--- src/rtl/ram_master_if.sv ---
// Bundle of the client request/response channels and the ram-side
// four-phase handshake. The master modport is the ram_master view.
interface ram_master_if #(
  parameter int WORD_SIZE = 32,
  parameter int ADDR_SIZE = 64
);
  logic                 req_valid;
  logic                 req_ready;
  logic                 req_write;
  logic [ADDR_SIZE-1:0] req_addr;
  logic [WORD_SIZE-1:0] req_wdata;
  logic                 resp_valid;
  logic                 resp_ready;
  logic [WORD_SIZE-1:0] resp_data;
  logic                 resp_err;
  logic                 resp_timeout;
  logic                 ram_read;
  logic                 ram_write;
  logic [ADDR_SIZE-1:0] ram_addr;
  logic [WORD_SIZE-1:0] ram_value;
  logic                 ram_txs;
  logic                 ram_txe;
  logic [WORD_SIZE-1:0] ram_out;
  logic                 ram_err;

  modport master (
    input  req_valid, req_write, req_addr, req_wdata, resp_ready,
           ram_txe, ram_out, ram_err,
    output req_ready, resp_valid, resp_data, resp_err, resp_timeout,
           ram_read, ram_write, ram_addr, ram_value, ram_txs
  );

  modport slave (
    output req_valid, req_write, req_addr, req_wdata, resp_ready,
           ram_txe, ram_out, ram_err,
    input  req_ready, resp_valid, resp_data, resp_err, resp_timeout,
           ram_read, ram_write, ram_addr, ram_value, ram_txs
  );
endinterface

--- src/rtl/ram_master.sv ---
// Requester for the ram block: buffers client load/store requests in a small
// FIFO, runs one txs/txe four-phase handshake at a time and returns in-order
// responses. A per-phase timer aborts a handshake the ram never answers.
module ram_master #(
  parameter int WORD_SIZE = 32,
  parameter int ADDR_SIZE = 64,
  parameter int DEPTH     = 2,
  parameter int TIMEOUT   = 16
) (
  input logic          clk,
  input logic          rst,
  ram_master_if.master bus
);
  localparam int PTR_W = $clog2(DEPTH);
  localparam int CNT_W = $clog2(DEPTH) + 1;
  localparam int TMR_W = $clog2(TIMEOUT) + 1;
  localparam logic [TMR_W-1:0] TMR_MAX  = {TMR_W{1'b1}};
  localparam logic [TMR_W-1:0] TMR_LAST = TMR_W'(TIMEOUT - 1);

  typedef enum logic [1:0] {
    S_IDLE    = 2'd0,
    S_ISSUE   = 2'd1,
    S_RELEASE = 2'd2,
    S_RESP    = 2'd3
  } state_t;

  state_t               state_q, state_d;
  logic [TMR_W-1:0]     timer_q, timer_d;
  logic [PTR_W-1:0]     rd_ptr_q, rd_ptr_d, wr_ptr_q, wr_ptr_d;
  logic [CNT_W-1:0]     count_q, count_d;
  logic                 fifo_write_q [DEPTH];
  logic                 fifo_write_d [DEPTH];
  logic [ADDR_SIZE-1:0] fifo_addr_q  [DEPTH];
  logic [ADDR_SIZE-1:0] fifo_addr_d  [DEPTH];
  logic [WORD_SIZE-1:0] fifo_wdata_q [DEPTH];
  logic [WORD_SIZE-1:0] fifo_wdata_d [DEPTH];
  logic                 ram_read_q, ram_read_d, ram_write_q, ram_write_d;
  logic [ADDR_SIZE-1:0] ram_addr_q, ram_addr_d;
  logic [WORD_SIZE-1:0] ram_value_q, ram_value_d;
  logic                 ram_txs_q, ram_txs_d;
  logic                 resp_valid_q, resp_valid_d;
  logic [WORD_SIZE-1:0] resp_data_q, resp_data_d;
  logic                 resp_err_q, resp_err_d, resp_timeout_q, resp_timeout_d;
  logic                 req_ready_s, push_s, pop_s, expired_s;

  // Full-check uses only the occupancy, so a full FIFO never pushes and pops together.
  assign req_ready_s = (count_q < CNT_W'(DEPTH));
  assign push_s      = bus.req_valid & req_ready_s;
  // A txe still high from an aborted handshake blocks the next issue.
  assign pop_s       = (state_q == S_IDLE) & (count_q != {CNT_W{1'b0}}) & ~bus.ram_txe;
  assign expired_s   = (timer_q >= TMR_LAST);

  assign bus.req_ready    = req_ready_s;
  assign bus.resp_valid   = resp_valid_q;
  assign bus.resp_data    = resp_data_q;
  assign bus.resp_err     = resp_err_q;
  assign bus.resp_timeout = resp_timeout_q;
  assign bus.ram_read     = ram_read_q;
  assign bus.ram_write    = ram_write_q;
  assign bus.ram_addr     = ram_addr_q;
  assign bus.ram_value    = ram_value_q;
  assign bus.ram_txs      = ram_txs_q;

  // Next-state logic: FIFO bookkeeping, handshake sequencing and response capture.
  always_comb begin
    state_d        = state_q;
    rd_ptr_d       = rd_ptr_q;
    wr_ptr_d       = wr_ptr_q;
    count_d        = count_q + CNT_W'(push_s) - CNT_W'(pop_s);
    fifo_write_d   = fifo_write_q;
    fifo_addr_d    = fifo_addr_q;
    fifo_wdata_d   = fifo_wdata_q;
    ram_read_d     = ram_read_q;
    ram_write_d    = ram_write_q;
    ram_addr_d     = ram_addr_q;
    ram_value_d    = ram_value_q;
    ram_txs_d      = ram_txs_q;
    resp_valid_d   = resp_valid_q;
    resp_data_d    = resp_data_q;
    resp_err_d     = resp_err_q;
    resp_timeout_d = resp_timeout_q;
    if (timer_q == TMR_MAX) begin
      timer_d = timer_q;
    end else begin
      timer_d = timer_q + TMR_W'(1);
    end

    if (push_s) begin
      fifo_write_d[wr_ptr_q] = bus.req_write;
      fifo_addr_d[wr_ptr_q]  = bus.req_addr;
      fifo_wdata_d[wr_ptr_q] = bus.req_wdata;
      wr_ptr_d               = wr_ptr_q + PTR_W'(1);
    end else begin
      wr_ptr_d = wr_ptr_q;
    end

    case (state_q)
      S_IDLE: begin
        if (pop_s) begin
          ram_read_d  = ~fifo_write_q[rd_ptr_q];
          ram_write_d = fifo_write_q[rd_ptr_q];
          ram_addr_d  = fifo_addr_q[rd_ptr_q];
          ram_value_d = fifo_wdata_q[rd_ptr_q];
          ram_txs_d   = 1'b1;
          rd_ptr_d    = rd_ptr_q + PTR_W'(1);
          timer_d     = {TMR_W{1'b0}};
          state_d     = S_ISSUE;
        end else begin
          state_d = S_IDLE;
        end
      end
      S_ISSUE: begin
        if (bus.ram_txe) begin
          // Stores and failed accesses never return data.
          resp_data_d    = (ram_write_q | bus.ram_err) ? {WORD_SIZE{1'b0}} : bus.ram_out;
          resp_err_d     = bus.ram_err;
          resp_timeout_d = 1'b0;
        end else begin
          resp_data_d    = {WORD_SIZE{1'b0}};
          resp_err_d     = 1'b1;
          resp_timeout_d = 1'b1;
        end
        if (bus.ram_txe | expired_s) begin
          ram_read_d  = 1'b0;
          ram_write_d = 1'b0;
          ram_addr_d  = {ADDR_SIZE{1'b0}};
          ram_value_d = {WORD_SIZE{1'b0}};
          ram_txs_d   = 1'b0;
          timer_d     = {TMR_W{1'b0}};
          state_d     = S_RELEASE;
        end else begin
          resp_data_d    = resp_data_q;
          resp_err_d     = resp_err_q;
          resp_timeout_d = resp_timeout_q;
        end
      end
      S_RELEASE: begin
        if (~bus.ram_txe) begin
          resp_valid_d = 1'b1;
          timer_d      = {TMR_W{1'b0}};
          state_d      = S_RESP;
        end else if (expired_s) begin
          // Ram presumed dead: report a timeout and let IDLE wait out the stale txe.
          resp_valid_d   = 1'b1;
          resp_data_d    = {WORD_SIZE{1'b0}};
          resp_err_d     = 1'b1;
          resp_timeout_d = 1'b1;
          timer_d        = {TMR_W{1'b0}};
          state_d        = S_RESP;
        end else begin
          state_d = S_RELEASE;
        end
      end
      S_RESP: begin
        if (bus.resp_ready) begin
          resp_valid_d   = 1'b0;
          resp_data_d    = {WORD_SIZE{1'b0}};
          resp_err_d     = 1'b0;
          resp_timeout_d = 1'b0;
          timer_d        = {TMR_W{1'b0}};
          state_d        = S_IDLE;
        end else begin
          state_d = S_RESP;
        end
      end
      default: begin
        state_d = S_IDLE;
      end
    endcase
  end

  // State and output registers; reset drops txs at once and discards queued work.
  always_ff @(posedge clk or posedge rst) begin
    if (rst) begin
      state_q        <= S_IDLE;
      timer_q        <= {TMR_W{1'b0}};
      rd_ptr_q       <= {PTR_W{1'b0}};
      wr_ptr_q       <= {PTR_W{1'b0}};
      count_q        <= {CNT_W{1'b0}};
      for (int i = 0; i < DEPTH; i++) begin
        fifo_write_q[i] <= 1'b0;
        fifo_addr_q[i]  <= {ADDR_SIZE{1'b0}};
        fifo_wdata_q[i] <= {WORD_SIZE{1'b0}};
      end
      ram_read_q     <= 1'b0;
      ram_write_q    <= 1'b0;
      ram_addr_q     <= {ADDR_SIZE{1'b0}};
      ram_value_q    <= {WORD_SIZE{1'b0}};
      ram_txs_q      <= 1'b0;
      resp_valid_q   <= 1'b0;
      resp_data_q    <= {WORD_SIZE{1'b0}};
      resp_err_q     <= 1'b0;
      resp_timeout_q <= 1'b0;
    end else begin
      state_q        <= state_d;
      timer_q        <= timer_d;
      rd_ptr_q       <= rd_ptr_d;
      wr_ptr_q       <= wr_ptr_d;
      count_q        <= count_d;
      fifo_write_q   <= fifo_write_d;
      fifo_addr_q    <= fifo_addr_d;
      fifo_wdata_q   <= fifo_wdata_d;
      ram_read_q     <= ram_read_d;
      ram_write_q    <= ram_write_d;
      ram_addr_q     <= ram_addr_d;
      ram_value_q    <= ram_value_d;
      ram_txs_q      <= ram_txs_d;
      resp_valid_q   <= resp_valid_d;
      resp_data_q    <= resp_data_d;
      resp_err_q     <= resp_err_d;
      resp_timeout_q <= resp_timeout_d;
    end
  end
endmodule
--- src/flat_wrapper.sv ---
// flat-port wrapper written by rule: the top's interface ports become plain ports
module ram_master_flat 
#(
  parameter int WORD_SIZE = 32,
  parameter int ADDR_SIZE = 64,
  parameter int DEPTH     = 2,
  parameter int TIMEOUT   = 16
)
  (clk, rst, bus_req_valid, bus_req_write, bus_req_addr, bus_req_wdata, bus_resp_ready, bus_ram_txe, bus_ram_out, bus_ram_err, bus_req_ready, bus_resp_valid, bus_resp_data, bus_resp_err, bus_resp_timeout, bus_ram_read, bus_ram_write, bus_ram_addr, bus_ram_value, bus_ram_txs);
  ram_master_if #(.WORD_SIZE(WORD_SIZE), .ADDR_SIZE(ADDR_SIZE)) bus_i ();
  input logic clk;
  input logic rst;
  input wire logic [$bits(bus_i.req_valid)-1:0] bus_req_valid;
  input wire logic [$bits(bus_i.req_write)-1:0] bus_req_write;
  input wire logic [$bits(bus_i.req_addr)-1:0] bus_req_addr;
  input wire logic [$bits(bus_i.req_wdata)-1:0] bus_req_wdata;
  input wire logic [$bits(bus_i.resp_ready)-1:0] bus_resp_ready;
  input wire logic [$bits(bus_i.ram_txe)-1:0] bus_ram_txe;
  input wire logic [$bits(bus_i.ram_out)-1:0] bus_ram_out;
  input wire logic [$bits(bus_i.ram_err)-1:0] bus_ram_err;
  output wire logic [$bits(bus_i.req_ready)-1:0] bus_req_ready;
  output wire logic [$bits(bus_i.resp_valid)-1:0] bus_resp_valid;
  output wire logic [$bits(bus_i.resp_data)-1:0] bus_resp_data;
  output wire logic [$bits(bus_i.resp_err)-1:0] bus_resp_err;
  output wire logic [$bits(bus_i.resp_timeout)-1:0] bus_resp_timeout;
  output wire logic [$bits(bus_i.ram_read)-1:0] bus_ram_read;
  output wire logic [$bits(bus_i.ram_write)-1:0] bus_ram_write;
  output wire logic [$bits(bus_i.ram_addr)-1:0] bus_ram_addr;
  output wire logic [$bits(bus_i.ram_value)-1:0] bus_ram_value;
  output wire logic [$bits(bus_i.ram_txs)-1:0] bus_ram_txs;
  assign bus_i.req_valid = bus_req_valid;
  assign bus_i.req_write = bus_req_write;
  assign bus_i.req_addr = bus_req_addr;
  assign bus_i.req_wdata = bus_req_wdata;
  assign bus_i.resp_ready = bus_resp_ready;
  assign bus_i.ram_txe = bus_ram_txe;
  assign bus_i.ram_out = bus_ram_out;
  assign bus_i.ram_err = bus_ram_err;
  assign bus_req_ready = bus_i.req_ready;
  assign bus_resp_valid = bus_i.resp_valid;
  assign bus_resp_data = bus_i.resp_data;
  assign bus_resp_err = bus_i.resp_err;
  assign bus_resp_timeout = bus_i.resp_timeout;
  assign bus_ram_read = bus_i.ram_read;
  assign bus_ram_write = bus_i.ram_write;
  assign bus_ram_addr = bus_i.ram_addr;
  assign bus_ram_value = bus_i.ram_value;
  assign bus_ram_txs = bus_i.ram_txs;
  ram_master #(.WORD_SIZE(WORD_SIZE), .ADDR_SIZE(ADDR_SIZE), .DEPTH(DEPTH), .TIMEOUT(TIMEOUT)) u_core (.clk(clk), .rst(rst), .bus(bus_i));
endmodule
--- config.mk ---
export PLATFORM = sky130hd
export DESIGN_NAME = ram_master_flat
export DESIGN_NICKNAME = d
export VERILOG_FILES = /design/src/rtl/ram_master_if.sv /design/src/rtl/ram_master.sv /design/src/flat_wrapper.sv
export SDC_FILE = /design/constraint.sdc
export NUM_CORES = 1
export LEC_CHECK = 0
export CAP_MARGIN = 10
export CORE_AREA = 2 2 170 172
export DETAILED_ROUTE_END_ITERATION = 12
export DIE_AREA = 0 0 172 174
export PLACE_DENSITY = 0.8
export SYNTH_ARGS = -nofsm -noshare
export SYNTH_HDL_FRONTEND = slang
export SYNTH_SLANG_ARGS = --single-unit
--- constraint.sdc ---
create_clock -name clk -period 14.25 [get_ports clk]
set_clock_uncertainty 0.1 [all_clocks]
set_input_delay 1.425 -clock clk [delete_from_list [all_inputs] [get_ports clk]]
set_output_delay 1.425 -clock clk [all_outputs]
set_load 0.05 [all_outputs]
==> reports/qor.txt, run 1 <==
Crit path max-delay family -> buffers and inverters
Final Hold Slack -> 373 ps
core region area -> 28,200 µm²
Clock Sink Count -> 339
register bit total from synthesis -> 339
vias in the first global route -> 10,900
CTS clk-pin slew, worst paths -> 60 ps
setup bufs post-CTS -> 0
register area -> 8490 µm²
initial antenna violation count -> 3
Max-Cap Viols -> 0
# IOs -> 270
Final Setup Violations -> 0
post-synth top area share -> 57.8%
power per cell area -> 255 nW/µm²
H-Tree Depth -> 2
DR DRC count -> 0
Starting DRT DRC Count -> 689
ys flop type -> dfrtp_1
dpl hpwl -> 21.4 mm
final std cells w/o fill -> 1,825
post-synth top area cell -> dfrtp_1
register area share after synthesis -> 57.8%
Root Driver -> clkbuf_16
period utilization -> 31.4%
buffer and inverter count on the worst path -> 3
GRT Total Usage -> 23.9%
number of flops mapped to enable cells by yosys -> 0
synthesized area per cell -> 12.4 µm²
routability-driven placement congestion ratio -> 0.784
area grow syn2layout -> 28.1%
vias per std cell -> 5.68
number of fill cells -> 2,054
multi-input logic area -> 5840 µm²
RSZ-0062 raised after global routing -> no
crit path kind -> in -> reg
WL/cell -> 19.4 µm
die area -> 29,900 µm²
final WL -> 35.4 mm
TritonRoute pass-1 iters -> 5
crit path time final -> 4470 ps
Startpoint Class -> input pin
Synth warnings -> 0
layout cells sized above 1 -> 25.9%
maximum VDD drop -> 176 µV
Worst Tran Pin Value -> 1170 ps
port bufs -> 269
row cnt -> 62
Final Hold Fails -> 0
Setup crit start -> bus_ram_txe
Max-Slew Margin vs Limit -> 22.2%
cells after synthesis -> 1,181
CTS tree -> yes
hold buffers post-CTS -> 0
Vias -> 10,400
status -> complete, no violations
Hold WC Path Type -> reg -> reg
crit path cell chain -> clkdlybuf4s50_1 -> or2_2 -> nor2_4 -> buf_4 -> ha_1 -> inv_1 -> ha_1 -> xnor2_1 -> xnor2_1
Hold Startpoint -> u_core.bus.resp_data[31]
Post-Syn Area -> 14,700 µm²
Area contributors post-synth -> dfrtp_1 (58%), mux2_2 (22%), a22oi_1 (5.0%)
Skew-Pair Late Insertion Delay -> 510 ps
first-pass GRT wire length -> 57.0 mm
Nets -> 1,553
largest net degree at the start of global routing -> 134
Synth cell types -> 40
syn nets -> 1,319
fin. max-slew vios -> 0
CP max stage delay -> 840 ps
setup TNS -> 0 ps
post-route ant nets -> 0
CP Data Arrival Time -> 4800 ps
endpoint type of the worst setup path -> flip-flop
worst-path fanout max -> 65
Overflow after GRT -> 0
Critical Path RT -> 14,580 ps
CTS buffer count -> 36
Fmax -> 224 MHz
Starting Density -> 51.9%
CTS Buffer Depth -> 3
post-CTS sizing -> 0
Die Wd -> 172 µm
Leak -> 8.16 nW
worst reg2reg path startpoint -> u_core.state_q[1]
most common cell in the netlist -> dfrtp_1
synth cell count leaders -> dfrtp_1 (339), mux2_2 (290), nand2_1 (138)
Die Height -> 174 µm
Post-synth ARST share -> 100%
# placed instances -> 1,761
crit path max-delay cell type -> nor2_4
Finished Core Util -> 66.5%
[cell families after synthesis]
| family | after synthesis | share of synthesized area, % |
|---|---|---|
| AOI/OAI and AO/OA | 254 | 11.2 |
| xor gates and xnor gates | 5 | 0.299 |
| adders and majority gates | 3 | 0.256 |
| buffers and inverters | 92 | 2.64 |
| DFF | 339 | 57.8 |
| muxes | 293 | 22.5 |
| and+or+nand+nor | 195 | 5.29 |
[flip-flops by register name, summed over array words and instances (netlist names), 2 cells and up]
register	flops
u_core.fifo_addr_q	128
u_core.count_q	2
u_core.bus.resp_data	32
u_core.fifo_write_q	2
u_core.fifo_wdata_q	64
u_core.bus.ram_value	32
u_core.bus.ram_addr	64
u_core.timer_q	5
u_core.state_q	2
[final timing paths]
| path | endpoint | slack [ps] | cells after the start |
|---|---|---|---|
| max reg2reg | u_core.count_q[1] | 10470 | 8 |
| min | u_core.bus.resp_data[31] | 370 | 1 |
| min in group asynchronous | u_core.fifo_addr_q[40] | 1380 | 2 |
| min reg2reg | u_core.bus.resp_data[31] | 370 | 1 |
| max | u_core.count_q[1] | 9780 | 9 |
| max in group asynchronous | u_core.bus.resp_data[6] | 10390 | 4 |
[routing by layer]
layer,vias up,wire [µm],track usage [%]
li1,4679,-,-
met1,5307,15200,31.6
met2,315,17000,39.3
met5,-,13,0
met4,2,901,7.63
met3,65,2310,5.17
[metrics by stage]
stage | setup WS (ps) | power, W | area [µm²]
3_3_place_gp | 9300 | 0.00381 | 17600
2_1_floorplan | 3330 | 0.00324 | 14700
5_1_grt | 9600 | 0.00506 | 18800
3_5_place_dp | 9260 | 0.00389 | 17600
6_report | 9780 | 0.00479 | 18800
4_1_cts | 9770 | 0.00483 | 18800
[area by class of cell]
type                       count  share of cell area, %
timing repair buffer         281                   14.8
clock buffer                  51                   5.63
tap                          384                   2.56
sequential                   339                   45.2
multi-input combinational    750                   31.1
antenna                        2                 0.0266
clock inverter                11                  0.500
inverter                       7                  0.180
[placed cells by master (no fill, tap or decap), types with 3 or more instances in the layout]
cell	count
clkdlybuf4s50_1	269
nor2_1	37
mux2_2	290
ha_1	3
xnor2_1	3
clkbuf_1	6
a22oi_1	97
a21oi_1	7
inv_1	6
clkinv_2	7
a21o_1	32
mux2i_1	3
clkbuf_16	37
clkbuf_8	8
buf_4	12
o21ai_0	102
nand2_1	137
nor3_1	3
dfrtp_1	337
[power breakdown]
group | leakage, nW | internal [W] | total [W] | switching, W
combinational | 3.59 | 0.000954 | 0.00215 | 0.00119
clock | 0.577 | 0.000537 | 0.000909 | 0.000372
sequential | 3.99 | 0.00142 | 0.00174 | 0.000318
Note: power is estimated with default switching activity, not from simulation.
==> run 2, diff against run 1 <==
- clock period: 14.25 -> 4.25 ns (I/O delays scaled with it)
==> reports/qor.txt, run 2 (synthesis results as in run 1) <==
worst-path fanout max -> 36
CTS Buffer Depth -> 3
first-pass GRT wire length -> 56.7 mm
Internal -> 0.0100 W
hold buffers post-CTS -> 0
initial antenna violation count -> 0
Switching Share -> 38.7%
die area -> 29,900 µm²
# placed instances -> 1,769
vias in the first global route -> 11,100
max FFs per register -> 128
CP max stage delay -> 720 ps
GRT Total Usage -> 23.7%
maximum VDD drop -> 635 µV
Die Wd -> 172 µm
worst r2r path cells -> 5
Root Driver -> clkbuf_16
crit path time final -> 2560 ps
Clock Sink Count -> 339
area grow syn2layout -> 29.9%
post-route ant nets -> 0
Starting Density -> 51.9%
CP Data Arrival Time -> 2860 ps
Worst Tran Pin Value -> 991 ps
Fmax -> 390 MHz
dpl hpwl -> 21.3 mm
Final Hold Fails -> 0
core region area -> 28,200 µm²
Vias -> 10,300
WL/cell -> 19.2 µm
Leak -> 8.27 nW
routability-driven placement congestion ratio -> 0.794
Critical Path RT -> 4540 ps
DP Area -> 17,800 µm²
worst r2r dst -> u_core.bus.resp_err
Reg power frac -> 36.1%
Final Cell Area -> 19,100 µm²
crit path cell chain -> inv_1 -> o41a_1 -> o22a_1 -> buf_4 -> a211o_1
setup bufs post-CTS -> 0
commonest non-fill, non-tap cell in the layout -> dfrtp_1
setup slack, reg-to-reg -> 1690 ps
CTS buffer count -> 37
endpoint type of the worst setup path -> flip-flop
CTS clk-pin slew, worst paths -> 60 ps
vias per std cell -> 5.62
CTS tree -> yes
crit path kind -> reg -> reg
Final Setup Violations -> 0
Overflow after GRT -> 0
port bufs -> 269
RSZ-0062 raised after global routing -> no
Nets -> 1,562
TritonRoute pass-1 iters -> 5
clock share of power -> 20.0%
Max-Cap Viols -> 0
layout cells sized above 1 -> 26.3%
most frequent cells in the layout -> dfrtp_1 (337), mux2_2 (290), clkdlybuf4s50_1 (269)
post-CTS sizing -> 0
Starting DRT DRC Count -> 682
DR DRC count -> 0
worst reg2reg path startpoint -> u_core.state_q[1]
status -> complete, no violations
power per cell area -> 858 nW/µm²
H-Tree Depth -> 2
largest net degree at the start of global routing -> 101
crit path max-delay cell type -> dfrtp_4
fin. max-slew vios -> 0
Hold WC Path Type -> in -> async
final WL -> 35.3 mm
final std cells w/o fill -> 1,836
# IOs -> 270
Startpoint Class -> flip-flop
Die Height -> 174 µm
Skew-Pair Late Insertion Delay -> 510 ps
Switch Pwr -> 0.00633 W
row cnt -> 62
register with the most flip-flops -> u_core.fifo_addr_q
Max-Slew Margin vs Limit -> 33.9%
period utilization -> 60.3%
combinational group share of total power -> 44.0%
-- run 2: cell types whose count changed in the layout (fill, tap and decap cells not counted), moves of 2 or more --
cell / previous run / this run
clkinv_2: 7 / 3
clkbuf_16: 37 / 39
clkbuf_1: 6 / 9
clkinvlp_4: 0 / 3
bufinv_16: 1 / 3
buf_12: 0 / 9
inv_8: 2 / 0
-- run 2: worst max path at each step --
stage	startpoint	end	slack [ps]	cells after the start
6_report	u_core.state_q[1]	u_core.bus.resp_err	1690	5
3_3_place_gp	bus_ram_txe	u_core.timer_q[1]	1710	6
5_1_grt	u_core.state_q[1]	u_core.bus.resp_err	1550	5
2_1_floorplan	rst	u_core.bus.ram_addr[0]	-810	1
4_1_cts	u_core.state_q[1]	u_core.bus.resp_err	1670	5
3_5_place_dp	bus_ram_txe	u_core.bus.ram_value[27]	1650	6
-- run 2: power groups by stage --
stage	clock, W	combinational (W)	sequential, W
global placement	0	0.00702	0.00582
floorplan	0	0.00370	0.00717
CTS	0.00334	0.00725	0.00588
global route	0.00347	0.00772	0.00609
finish	0.00326	0.00719	0.00590
detailed placement	0	0.00719	0.00591
-- run 2: through the flow --
stage	hold WS (ps)	setup WS, ps	power, W	setup TNS, ps	utilization, %
6_report	279	1690	0.0163	0	67.5
5_1_grt	318	1550	0.0173	0	67.5
4_1_cts	269	1670	0.0165	0	67.5
3_5_place_dp	364	1650	0.0131	0	63.0
3_3_place_gp	357	1710	0.0128	0	63.0
2_1_floorplan	363	-808	0.0109	-273760	-
-- run 2: per-layer routing --
layer,GRT usage (%),routed length (µm)
met1,31.6,15000
met2,38.4,17000
met3,4.96,2270
met4,8.93,1050
met5,0,0
-- run 2: worst max-delay path: cells and delay by family, from the launching register on --
kind                   cells  cell delay (ps)
AO/OA/AOI/OAI              3             1150
flip-flops                 1              720
buffers and inverters      2              480
-- run 2: area by class of cell --
type,count,area [µm²]
clock inverters,10,138
clock buffers,56,1120
well taps,384,480
repair buffers,289,2960
fillers,2085,9180
diodes,1,2.50
inverters,7,30.0
multi-input cells,750,5840
flip-flops and latches,339,8490
